## config.mk

```make
export PLATFORM = sky130hd
export DESIGN_NAME = aes128_cbc_decrypt_ctrl
export DESIGN_NICKNAME = d
export VERILOG_FILES = /design/src/rtl/aes128_cbc_decrypt_ctrl.sv
export SDC_FILE = /design/constraint.sdc
export NUM_CORES = 1
export LEC_CHECK = 0
export CAP_MARGIN = 20
export CORE_AREA = 2 2 266 268
export DETAILED_ROUTE_END_ITERATION = 16
export DIE_AREA = 0 0 268 270
export GPL_TIMING_DRIVEN = 0
export PLACE_DENSITY_LB_ADDON = 0.05
export SLEW_MARGIN = 10
export SYNTH_ARGS = -nofsm -noshare
export SYNTH_HDL_FRONTEND = slang
export SYNTH_SLANG_ARGS = --single-unit
```

## constraint.sdc

```tcl
create_clock -name clk_sys -period 28.1 [get_ports clk_sys]
set_input_delay 5.62 -clock clk_sys [delete_from_list [all_inputs] [get_ports clk_sys]]
set_output_delay 5.62 -clock clk_sys [all_outputs]
set_load 0.02 [all_outputs]
```

## src/rtl/aes128_cbc_decrypt_ctrl.sv

```systemverilog
// CBC chaining controller for the AES-128 inverse cipher core: issues one decipher run
// per accepted ciphertext block and XORs the result with the chaining value.
module aes128_cbc_decrypt_ctrl #(
    parameter int unsigned BYPASS_XOR  = 0,
    parameter int unsigned TIMEOUT_CYC = 64,
    parameter int unsigned CNT_W       = 32
) (
    input  logic             clk_sys,
    input  logic             rst,
    input  logic [127:0]     iv_in,
    input  logic             iv_load,
    input  logic [127:0]     ct_data,
    input  logic             ct_last,
    input  logic             ct_valid,
    output logic             ct_ready,
    output logic [127:0]     cipher_text,
    output logic             decipher_en,
    input  logic [127:0]     plain_text,
    input  logic             decipher_ready,
    output logic [127:0]     pt_data,
    output logic             pt_last,
    output logic             pt_valid,
    input  logic             pt_ready,
    output logic [CNT_W-1:0] blk_cnt,
    output logic             err_timeout
);

    localparam int unsigned BLK_W  = 128;
    localparam int unsigned WCNT_W = $clog2(TIMEOUT_CYC + 1);

    typedef enum logic [1:0] {
        S_IDLE  = 2'd0,
        S_START = 2'd1,
        S_WAIT  = 2'd2,
        S_OUT   = 2'd3
    } state_e;

    state_e             state_q, state_d;
    logic               rdy_q, rdy_d;
    logic [BLK_W-1:0]   ct_q, ct_d;
    logic               last_q, last_d;
    logic               en_q, en_d;
    logic [BLK_W-1:0]   iv_q, iv_d;
    logic [BLK_W-1:0]   chain_q, chain_d;
    logic [BLK_W-1:0]   pt_q, pt_d;
    logic               pt_last_q, pt_last_d;
    logic               pt_vld_q, pt_vld_d;
    logic [CNT_W-1:0]   blk_q, blk_d;
    logic               err_q, err_d;
    logic [WCNT_W-1:0]  wcnt_q, wcnt_d;

    // rdy_q is low in reset and the first cycle after; iv_load masks acceptance
    assign ct_ready    = rdy_q && !iv_load;
    assign cipher_text = ct_q;
    assign decipher_en = en_q;
    assign pt_data     = pt_q;
    assign pt_last     = pt_last_q;
    assign pt_valid    = pt_vld_q;
    assign blk_cnt     = blk_q;
    assign err_timeout = err_q;

    // Next-state and datapath update
    always_comb begin
        state_d   = state_q;
        ct_d      = ct_q;
        last_d    = last_q;
        iv_d      = iv_q;
        chain_d   = chain_q;
        pt_d      = pt_q;
        pt_last_d = pt_last_q;
        blk_d     = blk_q;
        err_d     = err_q;
        wcnt_d    = wcnt_q;

        case (state_q)
            S_IDLE: begin
                if (iv_load) begin
                    iv_d    = iv_in;
                    chain_d = iv_in;
                    blk_d   = '0;
                    err_d   = 1'b0;
                end else if (ct_valid && rdy_q) begin
                    ct_d    = ct_data;
                    last_d  = ct_last;
                    state_d = S_START;
                end
            end
            S_START: begin
                wcnt_d  = '0;
                state_d = S_WAIT;
            end
            S_WAIT: begin
                if (decipher_ready) begin
                    pt_last_d = last_q;
                    state_d   = S_OUT;
                    if (BYPASS_XOR != 0) begin
                        pt_d = plain_text;
                    end else begin
                        pt_d    = plain_text ^ chain_q;
                        chain_d = last_q ? iv_q : ct_q;
                    end
                end else if (wcnt_q == WCNT_W'(TIMEOUT_CYC - 1)) begin
                    // core never answered: drop the block, keep the chain
                    err_d   = 1'b1;
                    state_d = S_IDLE;
                end else begin
                    wcnt_d = wcnt_q + 1'b1;
                end
            end
            S_OUT: begin
                if (pt_ready) begin
                    blk_d   = blk_q + 1'b1;
                    state_d = S_IDLE;
                end
            end
            default: state_d = S_IDLE;
        endcase

        rdy_d    = (state_d == S_IDLE);
        en_d     = (state_d == S_START);
        pt_vld_d = (state_d == S_OUT);
    end

    // State and data registers
    always_ff @(posedge clk_sys or posedge rst) begin
        if (rst) begin
            state_q   <= S_IDLE;
            rdy_q     <= 1'b0;
            ct_q      <= '0;
            last_q    <= 1'b0;
            en_q      <= 1'b0;
            iv_q      <= '0;
            chain_q   <= '0;
            pt_q      <= '0;
            pt_last_q <= 1'b0;
            pt_vld_q  <= 1'b0;
            blk_q     <= '0;
            err_q     <= 1'b0;
            wcnt_q    <= '0;
        end else begin
            state_q   <= state_d;
            rdy_q     <= rdy_d;
            ct_q      <= ct_d;
            last_q    <= last_d;
            en_q      <= en_d;
            iv_q      <= iv_d;
            chain_q   <= chain_d;
            pt_q      <= pt_d;
            pt_last_q <= pt_last_d;
            pt_vld_q  <= pt_vld_d;
            blk_q     <= blk_d;
            err_q     <= err_d;
            wcnt_q    <= wcnt_d;
        end
    end

endmodule

```

* After elaboration in Yosys (flattened, before gate mapping) *
Index checks and enable logic that the tools add are counted.

storage, ports and cells
  register bits = 559
  input bits = 391
  output and inout bits = 293

operators by class
  add/subtract/negate cells = 2
  eq/ne operators = 12
  muxes and demuxes = 20
  bitwise logic cells = 2
  reductions and logical operators = 15

operators by type and width
  kind                                                             number
  128-bit two-way mux                                              3
  128-bit one-hot mux with 2 select lines                          1
  128-bit XOR                                                      1
  32-bit two-way mux                                               2
  32-bit one-hot mux with 2 select lines                           1
  32-bit by 1-bit adder with 32-bit output, second input constant  1
  7-bit two-way mux                                                2
  7-bit one-hot mux with 2 select lines                            1
  2-bit inequality test, second input constant                     6
  3-bit AND reduction                                              4
  2-bit two-way mux                                                5
  2-bit one-hot mux with 4 select lines                            1
  7-bit by 1-bit adder with 7-bit output, second input constant    1
  7-bit by 6-bit == test with 1-bit output, second input constant  1
  2-bit == test, second input constant                             3
  2-bit nonzero test                                               3
  2-bit by 1-bit == test with 1-bit output, second input constant  2
  2-bit zero test                                                  2
  2-bit AND reduction                                              2
  4-bit AND reduction                                              1
  1-bit two-way mux                                                3
  1-bit logical AND                                                2
  1-bit one-hot mux with 2 select lines                            1
  1-bit zero test                                                  1
  1-bit inverter                                                   1

* Logic depth before layout (Yosys ltp) *
  depth in word-level cells = 5
  depth in mapped cells = 9
  depth with buffers taken out = 5

* Worst setup path before layout *
No wires, ideal clock.

  kind = input to output
  start point = in iv_load
  end point = out ct_ready
  arrival time = 5.956 ns
  required time = 22.480 ns
  slack = 16.524 ns
  cell stages on the path = 1
  buffers on the path = 0
  path through = nor2b_1

between the ends
  cells in the longest elaborated chain, start to end = 2

RTL lines
  what               RTL line  source
  from (decl)        11        input logic iv_load,
  1-bit zero test    53        assign ct_ready = rdy_q && !iv_load;
  1-bit logical AND  53
  to (decl)          15        output logic ct_ready,

No other way between the ends.

* Worst setup path after layout *
Ends and elaborated chain as after synthesis.

==> out/metrics.yaml <==
hp-class: "reg -> reg"
setup_viol: 0
rsz0062_at_grt: "no"
maxCapViolations: 0
syn-num-nets: 2850
critical_path_required_ns: 22.48
clk_latency_ns: 0.60
drt-total-wl_microns: 89000
grt_pass1_wl_microns: 133000
busiest_layer: "met2"
met2_usage_pct: 42.0
totalPowerFinal_mw: 4.06
core-area_sq_um: 69500
clock_path_buffers: 3
cts_root_buffer: "clkbuf_16"
final_nets: 3612
via_per_inst: 4.90
dp_hpwl_microns: 68500
fin_worst_skew_ns: 0.0197
h-tree-depth: 3
p_leak_nw: 15.3
dr.pass1.iters: 5
pwr_density_cell_nw_per_um2: 116
hold_path_startpoint: "iv_q[125]"
antenna_found_initial: 25
reg2reg_slack_ns: 24.78
cts_setup_buffers: 0
synth_top_area_share_pct: 57.1
holdPathStages: 2
min_to: "iv_q[125]"
clkTransAtPathRegs_ns: 0.05
ctsResizeCount: 0
yosysMostFrequentCell: "nand2_1"
num_rows: 97
max_freq_ghz: 0.0786
slew_viol_final: 0
met1_usage_pct: 29.8
slew-limit-headroom_pct: 26.3
ys_seq_area_share_pct: 57.1
grt_max_degree: 113
synth_commonest_cells: "nand2_1 (671), dfrtp_1 (559), o21ai_0 (266)"
yosysWarnings: 0
antenna_left: 0
vdd_drop_max_mv: 0.0595
cts.sinks: 559
via_count: 20648
tightest_slew_ns: 1.10
yosys_register_bits: 559
avgRoutedWirePerCell_microns: 21.1
num_io_pins: 684
status: "finished, final reports clean"
synth-edff-count: 0
drc: 0
netlist_instances: 2457
fp.dieW_microns: 268
grt_pass1_vias: 21298
r2r-end: "chain_q[38]"
netlist_area_sq_um: 24500
drive_gt1_share_pct: 7.78
endpoint_kind: "output port"
grt_overflow_total: 0
ff2ff_path_depth: 9
worstPathArrival_ns: 7.10
period_minus_slack_ns: 12.72
finalHoldViolations: 0
synth_area_leader_cell: "dfrtp_1"
cts_tree: "yes"
cp-start-kind: "input port"
synthTopCellsByArea: "dfrtp_1 (57%), nand2_1 (10%), mux2_2 (6.0%)"
dieArea_sq_um: 72400
syn_avg_cell_area_sq_um: 9.97
met3_usage_pct: 6.02
initial_core_util_pct: 35.2
area_growth_syn_to_layout_pct: 42.8
finalCritPeriodShare_pct: 45.3
cts_made_buffers: 68
drt_iter0_drc: 1071
crit_fanout: 4
ys_types: 43
die_y_microns: 270
grt_use_total_pct: 24.4
io_buffers: 683
critPathKind: "in -> out"
regToRegStartpoint: "state_q[1]"
routabilityCongestion: 0.829
cts_hold_buf: 0
synth_flop_cell: "dfrtp_1"
synth-async-reset-ratio_pct: 100
timing.hold.ws_ns: 0.473
-- how the worst max path moves through the flow --
stage	cells after the start	slack (ns)	end	startpoint
global placement	2	-0.33	cipher_text[45]	rst
detailed placement	3	15.36	ct_ready	iv_load
finish	3	15.38	ct_ready	iv_load
CTS	3	15.36	ct_ready	iv_load
floorplan	1	6.85	blk_cnt[0]	rst
global route	3	15.30	ct_ready	iv_load
-- power by group --
| part | internal [mW] | leakage [nW] | switching (mW) |
|---|---|---|---|
| combinational | 0.763 | 7.15 | 0.965 |
| sequential | 1.16 | 7.03 | 0.276 |
| clock | 0.547 | 1.11 | 0.347 |
-- registers in the layout, summed over array words and instances, names as in the netlist --
| signal | count |
|---|---|
| chain_q | 128 |
| cipher_text | 128 |
| iv_q | 128 |
| pt_data | 128 |
| blk_cnt | 32 |
| wcnt_q | 7 |
| state_q | 2 |
| decipher_en | 1 |
| err_timeout | 1 |
| last_q | 1 |
| pt_last | 1 |
| pt_valid | 1 |
| rdy_q | 1 |
-- cells in the final DEF, fill, tap and decap left out, types with 6 or more instances in the layout --
master / n
a21oi_1: 152
and4_1: 6
buf_1: 8
buf_2: 9
bufinv_16: 6
clkbuf_1: 152
clkbuf_16: 69
clkbuf_8: 16
clkdlybuf4s50_1: 683
clkinv_2: 7
dfrtp_1: 559
diode_2: 9
mux2_2: 130
mux2i_1: 131
nand2_1: 671
nand3_1: 12
nand4_1: 9
nor2_1: 144
o21ai_0: 266
o31ai_1: 13
or3_1: 6
or4_1: 12
xnor2_1: 132
-- through the flow --
stage | util (%) | TNS, ns | std cells | setup slack, ns | area, sq um
6_report | 50.3 | 0 | 4215 | 15.38 | 35000
5_1_grt | 50.3 | 0 | 4213 | 15.30 | 35000
4_1_cts | 50.3 | 0 | 4206 | 15.36 | 35000
3_5_place_dp | 47.0 | 0 | 4089 | 15.36 | 32700
3_3_place_gp | 46.7 | -121.30 | 4080 | -0.328 | 32500
2_1_floorplan | - | 0 | 2457 | 6.85 | 24500
-- cells by family (layout without fill, tap and decap cells) --
| logic type | Yosys count | after routing | share of synthesized area, % |
|---|---|---|---|
| mux | 261 | 261 | 11.3 |
| compound gates | 452 | 452 | 9.64 |
| simple gates | 886 | 886 | 14.4 |
| xor+xnor | 135 | 135 | 4.83 |
| other cells | 0 | 9 | 0 |
| fa+ha+maj | 2 | 2 | 0.102 |
| flops | 559 | 559 | 57.1 |
| buf+inv | 162 | 971 | 2.59 |
-- per-layer routing --
metal | routed length [microns] | part of all wire [%] | vias to the layer above
li1 | - | - | 9759
met1 | 36100 | 41 | 10134
met2 | 44700 | 50 | 567
met3 | 5700 | 6.4 | 158
met4 | 2350 | 2.6 | 30
met5 | 209 | 0.23 | -
-- critical path: stages --
cell and delay, ns:
clkdlybuf4s50_1 0.48, nor2b_1 0.22, clkdlybuf4s50_1 0.77
-- final cells by class --
class / count / area (sq um)
fillers: 6488 / 34600
flip-flops and latches: 559 / 14000
multi-input cells: 1736 / 9880
repair buffers: 692 / 7020
clock buffers: 101 / 2010
well taps: 940 / 1180
plain buffers: 156 / 613
clock inverters: 16 / 240
inverters: 6 / 30.0
diodes: 9 / 22.5
Note: power is estimated with default switching activity, not from simulation.
